$ cat src/rtl/writeback_queue_pkg.sv
// Shared definitions for the writeback path.
//   RF_DATA_WIDTH / RF_NUM_REGISTERS_LOG2 : register-file geometry (also used by the register file)
//   WB_QUEUE_DEPTH                        : writeback queue entries
//   wb_entry_t                            : one queued result {addr, data}
//   count_valid()                         : number of asserted lanes out of three
package writeback_queue_pkg;

  localparam int unsigned RF_DATA_WIDTH         = 32;
  localparam int unsigned RF_NUM_REGISTERS_LOG2 = 5;
  localparam int unsigned WB_QUEUE_DEPTH        = 8;
  localparam int unsigned WB_NUM_READ_PORTS     = 4;

  typedef struct packed {
    logic [RF_NUM_REGISTERS_LOG2-1:0] addr;
    logic [RF_DATA_WIDTH-1:0]         data;
  } wb_entry_t;

  function automatic logic [1:0] count_valid(input logic v0, input logic v1, input logic v2);
    return {1'b0, v0} + {1'b0, v1} + {1'b0, v2};
  endfunction

endpackage

$ cat src/rtl/writeback_queue_if.sv
// Result lanes into the writeback queue and register-file write ports out of it.
//   a0_*, a1_*, m_* : ALU lane 0 (oldest), ALU lane 1, load return (youngest)
//   in_ready        : queue accepts this cycle's lanes
//   write1/2_*      : register-file write ports, port 1 older than port 2
// master = producer/register-file side, slave = the queue.
interface writeback_queue_if
  import writeback_queue_pkg::*;
#(
  parameter int unsigned DATA_WIDTH         = RF_DATA_WIDTH,
  parameter int unsigned NUM_REGISTERS_LOG2 = RF_NUM_REGISTERS_LOG2
) ();

  logic                          a0_valid;
  logic [NUM_REGISTERS_LOG2-1:0] a0_addr;
  logic [DATA_WIDTH-1:0]         a0_data;
  logic                          a1_valid;
  logic [NUM_REGISTERS_LOG2-1:0] a1_addr;
  logic [DATA_WIDTH-1:0]         a1_data;
  logic                          m_valid;
  logic [NUM_REGISTERS_LOG2-1:0] m_addr;
  logic [DATA_WIDTH-1:0]         m_data;
  logic                          in_ready;
  logic                          write1;
  logic [NUM_REGISTERS_LOG2-1:0] write_address1;
  logic [DATA_WIDTH-1:0]         write_data1;
  logic                          write2;
  logic [NUM_REGISTERS_LOG2-1:0] write_address2;
  logic [DATA_WIDTH-1:0]         write_data2;

  modport master (
    output a0_valid, a0_addr, a0_data,
    output a1_valid, a1_addr, a1_data,
    output m_valid, m_addr, m_data,
    input  in_ready,
    input  write1, write_address1, write_data1,
    input  write2, write_address2, write_data2
  );

  modport slave (
    input  a0_valid, a0_addr, a0_data,
    input  a1_valid, a1_addr, a1_data,
    input  m_valid, m_addr, m_data,
    output in_ready,
    output write1, write_address1, write_data1,
    output write2, write_address2, write_data2
  );

endinterface

$ cat src/rtl/wbq_hazard_cam.sv
// Combinational read-address compare against every queue entry.
//   entry_addr : register address held in each entry
//   occupied   : entries currently holding a not-yet-retired write
//   rd_addr    : issue-stage read addresses
//   hit        : bit k set when rd_addr[k] matches any occupied entry
module wbq_hazard_cam
  import writeback_queue_pkg::*;
#(
  parameter int unsigned NUM_REGISTERS_LOG2 = RF_NUM_REGISTERS_LOG2,
  parameter int unsigned DEPTH              = WB_QUEUE_DEPTH,
  parameter int unsigned NUM_PORTS          = WB_NUM_READ_PORTS
) (
  input  logic [NUM_REGISTERS_LOG2-1:0] entry_addr [DEPTH],
  input  logic [DEPTH-1:0]              occupied,
  input  logic [NUM_REGISTERS_LOG2-1:0] rd_addr    [NUM_PORTS],
  output logic [NUM_PORTS-1:0]          hit
);

  always_comb begin
    hit = '0;
    for (int unsigned k = 0; k < NUM_PORTS; k++) begin
      for (int unsigned i = 0; i < DEPTH; i++) begin
        if (occupied[i] && (entry_addr[i] == rd_addr[k])) hit[k] = 1'b1;
      end
    end
  end

endmodule

$ cat src/rtl/writeback_queue.sv
// Writeback buffer in front of the dual-write-port register file.
// Accepts up to three results per cycle (a0, a1, m in program order), retires
// up to two per cycle in order on write1 (older) / write2 (younger), and flags
// issue reads whose register still has a queued write.
//   clk, reset        : clock, synchronous active-high reset
//   wb                : result lanes, in_ready, register-file write ports
//   rd_addr0..3       : issue-stage read addresses
//   pending_hit       : per-read-port hazard flags
//   count             : occupancy
//   stall_cycles      : saturating count of cycles with a valid lane refused
module writeback_queue
  import writeback_queue_pkg::*;
#(
  parameter int unsigned DATA_WIDTH         = RF_DATA_WIDTH,
  parameter int unsigned NUM_REGISTERS_LOG2 = RF_NUM_REGISTERS_LOG2,
  parameter int unsigned DEPTH              = WB_QUEUE_DEPTH,
  parameter int unsigned DEPTH_LOG2         = $clog2(DEPTH)
) (
  input  logic                          clk,
  input  logic                          reset,
  writeback_queue_if.slave              wb,
  input  logic [NUM_REGISTERS_LOG2-1:0] rd_addr0,
  input  logic [NUM_REGISTERS_LOG2-1:0] rd_addr1,
  input  logic [NUM_REGISTERS_LOG2-1:0] rd_addr2,
  input  logic [NUM_REGISTERS_LOG2-1:0] rd_addr3,
  output logic [3:0]                    pending_hit,
  output logic [DEPTH_LOG2:0]           count,
  output logic [15:0]                   stall_cycles
);

  typedef struct packed {
    logic [NUM_REGISTERS_LOG2-1:0] addr;
    logic [DATA_WIDTH-1:0]         data;
  } entry_t;

  entry_t                        entries [DEPTH];
  logic [DEPTH_LOG2-1:0]         head;
  logic [DEPTH_LOG2-1:0]         tail;
  logic [DEPTH_LOG2-1:0]         head_p1;
  logic [DEPTH_LOG2-1:0]         slot_a1;
  logic [DEPTH_LOG2-1:0]         slot_m;
  logic [DEPTH_LOG2-1:0]         offset;
  logic                          accept;
  logic                          any_valid;
  logic [1:0]                    n_enq;
  logic [1:0]                    n_deq;
  logic [DEPTH-1:0]              occupied;
  logic [NUM_REGISTERS_LOG2-1:0] entry_addr [DEPTH];
  logic [NUM_REGISTERS_LOG2-1:0] rd_addr    [4];

  always_comb begin
    any_valid = wb.a0_valid | wb.a1_valid | wb.m_valid;
    // Decided from the registered count alone so producers never see a
    // combinational path from this cycle's dequeue.
    accept    = (count <= (DEPTH_LOG2+1)'(DEPTH - 3));
    n_enq     = accept ? count_valid(wb.a0_valid, wb.a1_valid, wb.m_valid) : 2'd0;
    n_deq     = (count >= (DEPTH_LOG2+1)'(2)) ? 2'd2 :
                (count != '0)                 ? 2'd1 : 2'd0;
    // Invalid lanes are skipped, so later lanes pack down onto earlier slots.
    slot_a1   = tail + DEPTH_LOG2'(wb.a0_valid);
    slot_m    = tail + DEPTH_LOG2'(count_valid(wb.a0_valid, wb.a1_valid, 1'b0));
    head_p1   = head + DEPTH_LOG2'(1);

    wb.in_ready       = accept & ~reset;
    wb.write1         = (count != '0) & ~reset;
    wb.write_address1 = entries[head].addr;
    wb.write_data1    = entries[head].data;
    wb.write2         = (count >= (DEPTH_LOG2+1)'(2)) & ~reset;
    wb.write_address2 = entries[head_p1].addr;
    wb.write_data2    = entries[head_p1].data;

    // Entries being retired this cycle still count as occupied; this
    // cycle's incoming lanes are not yet in the array and never hit.
    offset   = '0;
    occupied = '0;
    for (int unsigned i = 0; i < DEPTH; i++) begin
      offset        = DEPTH_LOG2'(i) - head;
      occupied[i]   = ({1'b0, offset} < count) & ~reset;
      entry_addr[i] = entries[i].addr;
    end

    rd_addr[0] = rd_addr0;
    rd_addr[1] = rd_addr1;
    rd_addr[2] = rd_addr2;
    rd_addr[3] = rd_addr3;
  end

  wbq_hazard_cam #(
    .NUM_REGISTERS_LOG2 (NUM_REGISTERS_LOG2),
    .DEPTH              (DEPTH),
    .NUM_PORTS          (4)
  ) u_hazard_cam (
    .entry_addr (entry_addr),
    .occupied   (occupied),
    .rd_addr    (rd_addr),
    .hit        (pending_hit)
  );

  // Entry storage carries no reset; occupancy alone decides validity.
  always_ff @(posedge clk) begin
    if (!reset && accept) begin
      if (wb.a0_valid) entries[tail]    <= '{addr: wb.a0_addr, data: wb.a0_data};
      if (wb.a1_valid) entries[slot_a1] <= '{addr: wb.a1_addr, data: wb.a1_data};
      if (wb.m_valid)  entries[slot_m]  <= '{addr: wb.m_addr,  data: wb.m_data};
    end
  end

  always_ff @(posedge clk) begin
    if (reset) begin
      head         <= '0;
      tail         <= '0;
      count        <= '0;
      stall_cycles <= '0;
    end else begin
      tail  <= tail + DEPTH_LOG2'(n_enq);
      head  <= head + DEPTH_LOG2'(n_deq);
      count <= count + (DEPTH_LOG2+1)'(n_enq) - (DEPTH_LOG2+1)'(n_deq);
      if (!accept && any_valid && (stall_cycles != '1))
        stall_cycles <= stall_cycles + 16'd1;
    end
  end

endmodule

$ cat src/flat_wrapper.sv
// flat-port wrapper written by rule: the top's interface ports become plain ports
module writeback_queue_flat import writeback_queue_pkg::*;
#(
  parameter int unsigned DATA_WIDTH         = RF_DATA_WIDTH,
  parameter int unsigned NUM_REGISTERS_LOG2 = RF_NUM_REGISTERS_LOG2,
  parameter int unsigned DEPTH              = WB_QUEUE_DEPTH,
  parameter int unsigned DEPTH_LOG2         = $clog2(DEPTH)
)
  (clk, reset, rd_addr0, rd_addr1, rd_addr2, rd_addr3, pending_hit, count, stall_cycles, wb_a0_valid, wb_a0_addr, wb_a0_data, wb_a1_valid, wb_a1_addr, wb_a1_data, wb_m_valid, wb_m_addr, wb_m_data, wb_in_ready, wb_write1, wb_write_address1, wb_write_data1, wb_write2, wb_write_address2, wb_write_data2);
  writeback_queue_if #(.DATA_WIDTH(DATA_WIDTH), .NUM_REGISTERS_LOG2(NUM_REGISTERS_LOG2)) wb_i ();
  input  logic clk;
  input  logic reset;
  input  logic [NUM_REGISTERS_LOG2-1:0] rd_addr0;
  input  logic [NUM_REGISTERS_LOG2-1:0] rd_addr1;
  input  logic [NUM_REGISTERS_LOG2-1:0] rd_addr2;
  input  logic [NUM_REGISTERS_LOG2-1:0] rd_addr3;
  output logic [3:0] pending_hit;
  output logic [DEPTH_LOG2:0] count;
  output logic [15:0] stall_cycles;
  input wire logic [$bits(wb_i.a0_valid)-1:0] wb_a0_valid;
  input wire logic [$bits(wb_i.a0_addr)-1:0] wb_a0_addr;
  input wire logic [$bits(wb_i.a0_data)-1:0] wb_a0_data;
  input wire logic [$bits(wb_i.a1_valid)-1:0] wb_a1_valid;
  input wire logic [$bits(wb_i.a1_addr)-1:0] wb_a1_addr;
  input wire logic [$bits(wb_i.a1_data)-1:0] wb_a1_data;
  input wire logic [$bits(wb_i.m_valid)-1:0] wb_m_valid;
  input wire logic [$bits(wb_i.m_addr)-1:0] wb_m_addr;
  input wire logic [$bits(wb_i.m_data)-1:0] wb_m_data;
  output wire logic [$bits(wb_i.in_ready)-1:0] wb_in_ready;
  output wire logic [$bits(wb_i.write1)-1:0] wb_write1;
  output wire logic [$bits(wb_i.write_address1)-1:0] wb_write_address1;
  output wire logic [$bits(wb_i.write_data1)-1:0] wb_write_data1;
  output wire logic [$bits(wb_i.write2)-1:0] wb_write2;
  output wire logic [$bits(wb_i.write_address2)-1:0] wb_write_address2;
  output wire logic [$bits(wb_i.write_data2)-1:0] wb_write_data2;
  assign wb_i.a0_valid = wb_a0_valid;
  assign wb_i.a0_addr = wb_a0_addr;
  assign wb_i.a0_data = wb_a0_data;
  assign wb_i.a1_valid = wb_a1_valid;
  assign wb_i.a1_addr = wb_a1_addr;
  assign wb_i.a1_data = wb_a1_data;
  assign wb_i.m_valid = wb_m_valid;
  assign wb_i.m_addr = wb_m_addr;
  assign wb_i.m_data = wb_m_data;
  assign wb_in_ready = wb_i.in_ready;
  assign wb_write1 = wb_i.write1;
  assign wb_write_address1 = wb_i.write_address1;
  assign wb_write_data1 = wb_i.write_data1;
  assign wb_write2 = wb_i.write2;
  assign wb_write_address2 = wb_i.write_address2;
  assign wb_write_data2 = wb_i.write_data2;
  writeback_queue #(.DATA_WIDTH(DATA_WIDTH), .NUM_REGISTERS_LOG2(NUM_REGISTERS_LOG2), .DEPTH(DEPTH), .DEPTH_LOG2(DEPTH_LOG2)) u_core (.clk(clk), .reset(reset), .wb(wb_i), .rd_addr0(rd_addr0), .rd_addr1(rd_addr1), .rd_addr2(rd_addr2), .rd_addr3(rd_addr3), .pending_hit(pending_hit), .count(count), .stall_cycles(stall_cycles));
endmodule
$ cat config.mk
export PLATFORM = sky130hd
export DESIGN_NAME = writeback_queue_flat
export DESIGN_NICKNAME = d
export VERILOG_FILES = /design/src/rtl/writeback_queue_pkg.sv /design/src/rtl/writeback_queue_if.sv /design/src/rtl/wbq_hazard_cam.sv /design/src/rtl/writeback_queue.sv /design/src/flat_wrapper.sv
export SDC_FILE = /design/constraint.sdc
export NUM_CORES = 1
export LEC_CHECK = 0
export BUFFER_PORTS_ARGS = -buffer_cell sky130_fd_sc_hd__buf_2
export CAP_MARGIN = 20
export CORE_MARGIN = 2
export CORE_UTILIZATION = 30
export CTS_BUF_LIST = sky130_fd_sc_hd__clkbuf_2 sky130_fd_sc_hd__clkbuf_4 sky130_fd_sc_hd__clkbuf_8
export DETAILED_ROUTE_END_ITERATION = 6
export PLACE_DENSITY = 0.42
export REMOVE_ABC_BUFFERS = 1
export SYNTH_ARGS = -nofsm -noshare
export SYNTH_HDL_FRONTEND = slang
export SYNTH_SLANG_ARGS = --single-unit
$ cat constraint.sdc
create_clock -name clk -period 15.9 [get_ports clk]
set_input_delay 0 -clock clk [delete_from_list [all_inputs] [get_ports clk]]
set_output_delay 0 -clock clk [all_outputs]
set_load 0.1 [all_outputs]
-- Word-level counts from Yosys, hierarchy flattened
Memories as Yosys holds them, arrays and structs flattened. A register that Yosys moved wholly into a read port is not among the register bits.
Cells that the tools add are included.
- memories kept: 1
- register bits: 26
- RAM bits: 296
- logic and storage cells: 163
- memories (name ; depth ; bits a word ; rd ports ; clocked after memory_dff ; wr ports ; RTL line ; RTL):
    u_core.entries ; 8 ; 37 ; 10 ; 1 ; 3 ; writeback_queue.sv:36 ; entry_t entries [DEPTH];
- $lt $le $gt $ge: 10
- muxes and demuxes: 45
- equality and inequality tests: 33
- $add $sub $neg: 18
- reduce and logical (&&, ||, !) cells: 38
- bitwise logic cells: 14
- operators by type and width (cell ; number):
    $eq A5 B5 Y1 ; 32
    $mux W1 ; 42
    $logic_and A1 B1 Y1 ; 35
    $lt A3 B4 Y1 ; 8
    $add A16 B1 Y16 const B ; 1
    $ne A16 B16 Y1 const B ; 1
    $sub A3 B3 Y3 const A ; 4
    $and A1 B1 Y1 ; 11
    $add A3 B2 Y3 ; 3
    $sub A1 B3 Y3 const A ; 2
    $sub A2 B3 Y3 const A ; 2
    $add A4 B2 Y4 ; 1
    $ge A4 B2 Y1 const B ; 1
    $le A4 B3 Y1 const B ; 1
    $mux W2 ; 2
    $reduce_bool A4 Y1 ; 1
    $sub A4 B2 Y4 ; 1
    $add A3 B1 Y3 ; 1
    $add A3 B1 Y3 const B ; 1
    $mux W3 ; 1
    $add A1 B1 Y2 ; 1
    $add A2 B1 Y2 ; 1
    $logic_not A1 Y1 ; 2
    $or A1 B1 Y1 ; 2
    $not A1 Y1 ; 1

-- Depth between registers and ports, before layout
Gate-level depths: netlist (run 1).
- depth after elaboration: 12
- mapped depth: 15

-- Cells and area by module
A second synthesis (run 1) with hierarchy kept.
- cell total of the unflattened synthesis: 2588
- area total of the unflattened synthesis: 23880.4 sq um
- by module, submodules not included (module ; sequential area each (sq um) ; times used ; cells each ; area an instance (sq um)):
    writeback_queue ; 9409.0 ; 1 ; 2337 ; 21835.9
    wbq_hazard_cam ; 0.0 ; 1 ; 251 ; 2044.5

-- Worst setup path after synthesis (run 1)
No wires, ideal clock.
- kind: register to register
- start point: register u_core.count[3]
- end point: memory u_core.entries[0][0] (netlist name), enable pin
- clock period less this slack: 7.829 ns
- stages on the path, launching flop included: 7
- slack: 8.071 ns
- library setup time: 0.560 ns
- arrival: 7.269 ns
- required time: 15.340 ns
- cells stage by stage: dfxtp_1 > inv_1 > ha_1 > and2_1 > nor3_4 > nand3b_1 > o311ai_0
- RTL lines (element ; RTL line ; RTL):
    start, declared ; writeback_queue.sv:27 ; output logic [DEPTH_LOG2:0] count,
    start signal, assigned ; writeback_queue.sv:117 ; count <= count + (DEPTH_LOG2+1)'(n_enq) - (DEPTH_LOG2+1)'(n_deq);
    end, declared ; writeback_queue.sv:36 ;

-- Final worst setup path (run 1)
- start point: register u_core.head[1]
- end point: output port pending_hit[2]
- cells in the longest elaborated chain, start to end: 12
- ends and longest elaborated chain (element ; RTL line ; RTL):
    start, declared ; writeback_queue.sv:37 ; logic [DEPTH_LOG2-1:0] head;
    start signal, assigned ; writeback_queue.sv:116 ; head <= head + DEPTH_LOG2'(n_deq);
    $sub A1 B3 Y3 ; writeback_queue.sv:77 ; offset = DEPTH_LOG2'(i) - head;
    $lt A3 B4 Y1 ; writeback_queue.sv:78 ; occupied[i] = ({1'b0, offset} < count) & ~reset;
    $and A1 B1 Y1 ; writeback_queue.sv:78 ;
    $logic_and A1 B1 Y1 ; wbq_hazard_cam.sv:23 ; if (occupied[i] && (entry_addr[i] == rd_addr[k])) hit[k] = 1'b1;
    $mux W1 (7 in a row) ; wbq_hazard_cam.sv:23 ;
    $mux W1 * ; wbq_hazard_cam.sv:23 ;
    end, declared ; flat_wrapper.sv:17 ; output logic [3:0] pending_hit;
Every way passes the cells marked *; elsewhere a longest branch is shown, timed or not.

==> results.toml, run 1 <==
[outcome]
run_status = "finished clean"

[timing]
skew_ns = 0.0408
rsz0062_at_grt = "no"
layout_setup_ws_ns = 10.57
final.setup.tns_ns = 0
finalHoldViolations = 0
slew_violations = 0
worst_slew_pin_slew_ns = 1.08
post-route-min-period_ns = 5.33
max_freq_mhz = 188
setup-violations-final = 0
min_period_over_period_pct = 33.5
slew_headroom_pct = 27.5

[layout]
layout.nets = 2978
area_delta_synth_final_pct = 20.2
drive_gt1_share_pct = 21.2
regArea_sq_um = 9420
fill_cells = 7976
postLayoutCoreUtil_pct = 36.2
finalNonFillerCells = 3913
multi_input_area_sq_um = 12900

[pwr]
ir_drop_v = 0.000231
p_clk_share_pct = 15.9
power.density_nw_per_um2 = 197
p_seq_share_pct = 23.3
switching_share_pct = 54.8
p_int_w = 0.00254
cellLeakagePower_nw = 10.6
pwr-share-comb_pct = 60.8
p_switching_w = 0.00308

[synth]
synth.yosys.seq_area_share_pct = 39.7
synth_top_area_share_pct = 37.5
yosys-top-cells-area = "edfxtp_1 (38%), mux4_2 (14%), nand2_1 (12%), a31oi_1 (7.8%), nor2_1 (5.2%)"
ys.flop_type = "edfxtp_1"
syn_inst = 2618
syn_area_sq_um = 23700
synth.largest_area_cell = "edfxtp_1"
async_flop_share_pct = 0
synth_edf_count = 296
yosysUniqueCellTypes = 51
synth.most_common_cell = "nand2_1"
synthTopCellsByCount = "nand2_1 (727), nor2_1 (330), a31oi_1 (297), edfxtp_1 (296), mux4_2 (148)"
synth_warnings = 0
ys_ff_latch = 322
syn_area_per_cell_sq_um = 9.05

[setup_path]
cp-start-kind = "register"
r2r_cells = 10
slowest_stage = "dfxtp_4"
crit_type = "register to output pin"
required_ns = 15.90
r2r_slack_ns = 11.77
cp-end-kind = "output pin"
crit_chain = "ha_1 -> xor2_4 -> buf_4 -> inv_1 -> ha_1 -> a2111oi_0 -> a21oi_1 -> nor4_1 -> nor4_1 -> nand4_1 -> buf_2"
worst_ep_arrival_time_ns = 5.33
critPathMaxStageDelay_ns = 0.94
crit_fanout = 44
r2r-end = "u_core.entries[2][18]$_DFFE_PP_"
r2r-start = "u_core.count[3]$_SDFF_PP0_"

[route]
post-route-drc-count = 0
drtPass1Iterations = 6
first_iter_violations = 2119
wirelength_um = 98900
detail_route.vias_per_cell = 5.45
antenna_left = 0
wl_per_cell_um = 25.3
vias = 21340

[cts]
cts_tree = "yes"
clock-root-buffer = "clkbuf_8"
cts_resized = 0
cts.clk_slew.worst_paths_ns = 0.06
cts_sinks = 322
htree_levels = 3
max-clock-path-buffers = 3
cts_setup_buffers = 0
insertion_delay_ns = 0.67
cts_buffers = 66

[floorplanning]
die_h_um = 285
die_width_um = 285
core_sq_um = 78600
num_io_pins = 237
initial_core_util_pct = 30.1
die-area_sq_um = 81200
placementRows = 103

[min_path]
min_path_cells = 3
min_path_type = "primary input to register"
hold-path-endpoint = "u_core.entries[3][35]$_DFFE_PP_"
worstHoldStart = "wb_a0_valid"

[global_route]
grt_pass1_wl_um = 143000
grt_max_degree = 149
grt-ovfl-total = 0
gr-usage-all-layers_pct = 23.9
grt_pass1_vias = 20593
antenna_found_initial = 8

[placement]
pre_cts_slack_ns = 11.25
hpwl_um = 59300
place_inst = 3602
port_buffers = 236
place_congestion = 0.889

[job]
drv_cap = 0
critical path: cells and delay by family (launching register included):
family / cells / cell delay (ns)
DFF: 1 / 0.94
xor gates and xnor gates: 1 / 0.64
buffers and inverters: 3 / 1.19
and+or+nand+nor: 3 / 0.63
AOI/OAI and AO/OA: 2 / 0.57
adders and majority gates: 2 / 0.63
how the worst max path moves through the flow:
stage,start,to,slack [ns]
2_1_floorplan,u_core.head[0]$_SDFF_PP0_,pending_hit[0],6.59
3_3_place_gp,u_core.head[1]$_SDFF_PP0_,pending_hit[0],11.36
3_5_place_dp,u_core.head[1]$_SDFF_PP0_,pending_hit[2],11.25
4_1_cts,u_core.head[1]$_SDFF_PP0_,pending_hit[2],10.51
5_1_grt,u_core.head[1]$_SDFF_PP0_,pending_hit[2],10.32
6_report,u_core.head[1]$_SDFF_PP0_,pending_hit[2],10.57
logic make-up (layout without fill, tap and decap cells):
family	Yosys count	after routing	share of synthesized area, %
other	0	5	0
buffers and inverters	369	609	6.51
AOI/OAI and AO/OA	338	338	9.03
muxes	185	185	15.8
adders and majority gates	34	34	1.99
and+or+nand+nor	1185	1185	20.1
xor gates and xnor gates	185	185	6.84
DFF	322	322	39.7
state kept, by name, summed over array words and instances, names as in the netlist:
register,flops
u_core.entries,296
u_core.stall_cycles,16
u_core.count,4
u_core.head,3
u_core.tail,3
routing by layer:
metal | global-route usage, % | share of wire [%] | vias to the layer above
met4 | 7.47 | 2.9 | 4
met5 | 0 | 0.024 | -
met1 | 32.9 | 44 | 10621
li1 | - | - | 9557
met2 | 38.6 | 46 | 959
met3 | 3.83 | 7.0 | 199
cells in the final DEF, fill, tap and decap left out, types with 40 or more instances in the layout:
cell	count
nor2_1	330
buf_2	236
dlygate4sd3_1	187
nand2_1	715
xor2_1	96
edfxtp_1	296
buf_4	40
a31oi_1	297
mux4_2	148
xnor2_1	88
clkbuf_8	68
cell type report:
cell class / count / area share (%)
Inverter: 26 / 0.343
Sequential cell: 322 / 33.1
Clock buffer: 88 / 3.82
Tap cell: 1050 / 4.61
Antenna cell: 5 / 0.0440
Timing Repair Buffer: 465 / 11.9
Multi-Input combinational cell: 1927 / 45.4
Clock inverter: 30 / 0.778
stage by stage:
step	cell area [sq um]	power, W	hold slack, ns
floorplan	22200	0.00389	0.0691
global placement	25200	0.00464	0.448
detailed placement	25200	0.00467	0.456
CTS	28400	0.00565	0.00504
global route	28500	0.00585	0.0663
finish	28500	0.00562	0.0937
what timing repair did:
| action | CTS | global route |
|---|---|---|
| hold buffers | 187 | 0 |
| endpoints found under the hold margin | 322 | 0 |
| endpoints found under the setup margin | 0 | 0 |
power groups by stage:
stage | sequential (W) | combinational [W] | clock (W)
3_5_place_dp | 0.00133 | 0.00335 | 0
4_1_cts | 0.00131 | 0.00342 | 0.000917
3_3_place_gp | 0.00132 | 0.00332 | 0
2_1_floorplan | 0.00136 | 0.00253 | 0
5_1_grt | 0.00133 | 0.00357 | 0.000955
6_report | 0.00131 | 0.00341 | 0.000895
No activity file was read; power rests on OpenSTA's default activity.
==> run 2, diff against run 1 <==
==> constraint.sdc (replaced) <==
create_clock -name clk -period 5 [get_ports clk]
set_input_delay 0 -clock clk [delete_from_list [all_inputs] [get_ports clk]]
set_output_delay 0 -clock clk [all_outputs]
set_load 0.1 [all_outputs]
==> run 2 against run 1 <==
Design area about the same; die area stayed put; highest routed layer unchanged; critical path type is now register to register; worst setup slack lost 9.7 ns; count of clock-buffer cells in the layout is 3 higher; clock power grew to 3.1 times the previous value; combinational power increased to 3.2 times the previous value; clock skew up 0.029 ns; wire length increased by 3.4%.
==> results.toml, run 2 (synthesized netlist as in run 1, its figures left out) <==
[min_path]
min_path_type = "primary input to register"

[route]
detail_route.vias_per_cell = 5.48
antenna_left = 0
drtPass1Iterations = 6
post-route-drc-count = 0
wirelength_um = 102000
wl_per_cell_um = 26.1
vias = 21493
first_iter_violations = 2234

[pwr]
cellLeakagePower_nw = 10.6
ir_drop_v = 0.000597
power.density_nw_per_um2 = 626
total_power_w = 0.0178

[timing]
skew_ns = 0.0696
final.setup.tns_ns = 0
slew_headroom_pct = 27.2
max_freq_mhz = 244
finalHoldViolations = 0
whs_ns = 0.104
setup-violations-final = 0
slew_violations = 0
worst_slew_pin_slew_ns = 1.09
post-route-min-period_ns = 4.10
min_period_over_period_pct = 82.0
rsz0062_at_grt = "no"

[setup_path]
worst_ep_arrival_time_ns = 4.60
crit_fanout = 23
cp-end-kind = "register"
cp-start-kind = "register"
crit_type = "register to register"
required_ns = 5.50

[layout]
top_regs = "u_core.entries: 296 flops, u_core.stall_cycles: 16 flops, u_core.count: 4 flops"
area_delta_synth_final_pct = 20.2
design_area_sq_um = 28500
regMostFlops = "u_core.entries"
final_common_cell = "nand2_1"
fill_cells = 7989
postLayoutCoreUtil_pct = 36.2
largest_register_ffs = 296
regArea_sq_um = 9420
drive_gt1_share_pct = 21.5
final_cell_mix = "nand2_1 (715), nor2_1 (330), a31oi_1 (297)"
multi_input_area_sq_um = 12900
layout.nets = 2988

[global_route]
grt_max_degree = 76
grt_pass1_wl_um = 147000
grt-ovfl-total = 0
grt_pass1_vias = 20547
antenna_found_initial = 9
gr-usage-all-layers_pct = 24.6

[cts]
cts_resized = 0
cts.clk_slew.worst_paths_ns = 0.06
cts_setup_buffers = 0
cts_buffers = 66
clock-root-buffer = "clkbuf_8"
insertion_delay_ns = 0.67
cts_tree = "yes"
htree_levels = 3
hold_buffers = 186
cts_sinks = 322
max-clock-path-buffers = 3

[floorplanning]
placementRows = 103
die_h_um = 285
core_sq_um = 78600
die_width_um = 285
initial_core_util_pct = 30.1
num_io_pins = 237
die-area_sq_um = 81200

[placement]
dpl_cell_area_sq_um = 25300
port_buffers = 236
place_congestion = 0.892
hpwl_um = 63100

[outcome]
run_status = "finished clean"

[job]
drv_cap = 0
==> run 2: cell types whose count changed in the layout (fill, tap and decap cells not counted) <==
cell / before / now
bufinv_16: 2 / 0
clkinvlp_4: 1 / 3
clkinv_2: 8 / 5
inv_12: 0 / 1
clkbuf_4: 20 / 23
inv_6: 2 / 0
diode_2: 5 / 7
clkinv_8: 2 / 0
inv_8: 1 / 3
buf_16: 1 / 0
buf_4: 40 / 52
dlygate4sd3_1: 187 / 186
==> run 2: report_power, final <==
part           switching (W)  internal [W]  total (W)
combinational        0.00805       0.00296     0.0110
sequential          0.000450       0.00361    0.00406
clock                0.00132       0.00145    0.00277
==> run 2: layout make-up <==
| type | instances | area share (%) |
|---|---|---|
| multi-input combinational | 1927 | 45.4 |
| clock buffer | 91 | 3.89 |
| sequential | 322 | 33.1 |
| inverter | 26 | 0.343 |
| tap | 1050 | 4.61 |
| timing repair buffer | 475 | 12.1 |
| clock inverter | 26 | 0.527 |
| antenna | 7 | 0.0615 |
==> run 2: stage by stage <==
step           worst slack, ns  instances
3_3_place_gp              1.52       3614
4_1_cts                  0.882       3917
5_1_grt                  0.596       3922
2_1_floorplan            -4.31       2275
3_5_place_dp              1.43       3614
6_report                 0.898       3924
==> run 2: path summary, 6_finish.rpt <==
| kind | from | to | slack, ns | cells after the start |
|---|---|---|---|---|
| setup / recovery | u_core.count[3]$_SDFF_PP0_ | u_core.entries[3][0]$_DFFE_PP_ | 0.90 | 10 |
| hold / removal | wb_m_valid | u_core.stall_cycles[1]$_SDFFE_PP0P_ | 0.10 | 4 |
| setup reg to reg | u_core.count[3]$_SDFF_PP0_ | u_core.entries[3][0]$_DFFE_PP_ | 0.90 | 10 |
| hold reg to reg | u_core.stall_cycles[1]$_SDFFE_PP0P_ | u_core.stall_cycles[1]$_SDFFE_PP0P_ | 0.53 | 2 |
==> run 2: critical path, stage by stage (launching register included) <==
cell and delay [ns]:
dfxtp_1 0.42, inv_1 0.18, ha_1 0.25, and2_1 0.21, nor3_4 0.34, nand3_2 0.32
nor2_4 0.93, buf_4 0.50, nand2_1 0.10, a31oi_1 0.17, dlygate4sd3_1 0.56
==> run 2: per-layer routing <==
| layer | track usage [%] | routed length, um | up-vias |
|---|---|---|---|
| li1 | - | - | 9571 |
| met1 | 33.8 | 44000 | 10703 |
| met2 | 39.9 | 47500 | 1043 |
| met3 | 4.34 | 7890 | 168 |
| met4 | 6.86 | 2800 | 8 |
| met5 | 0 | 46 | - |
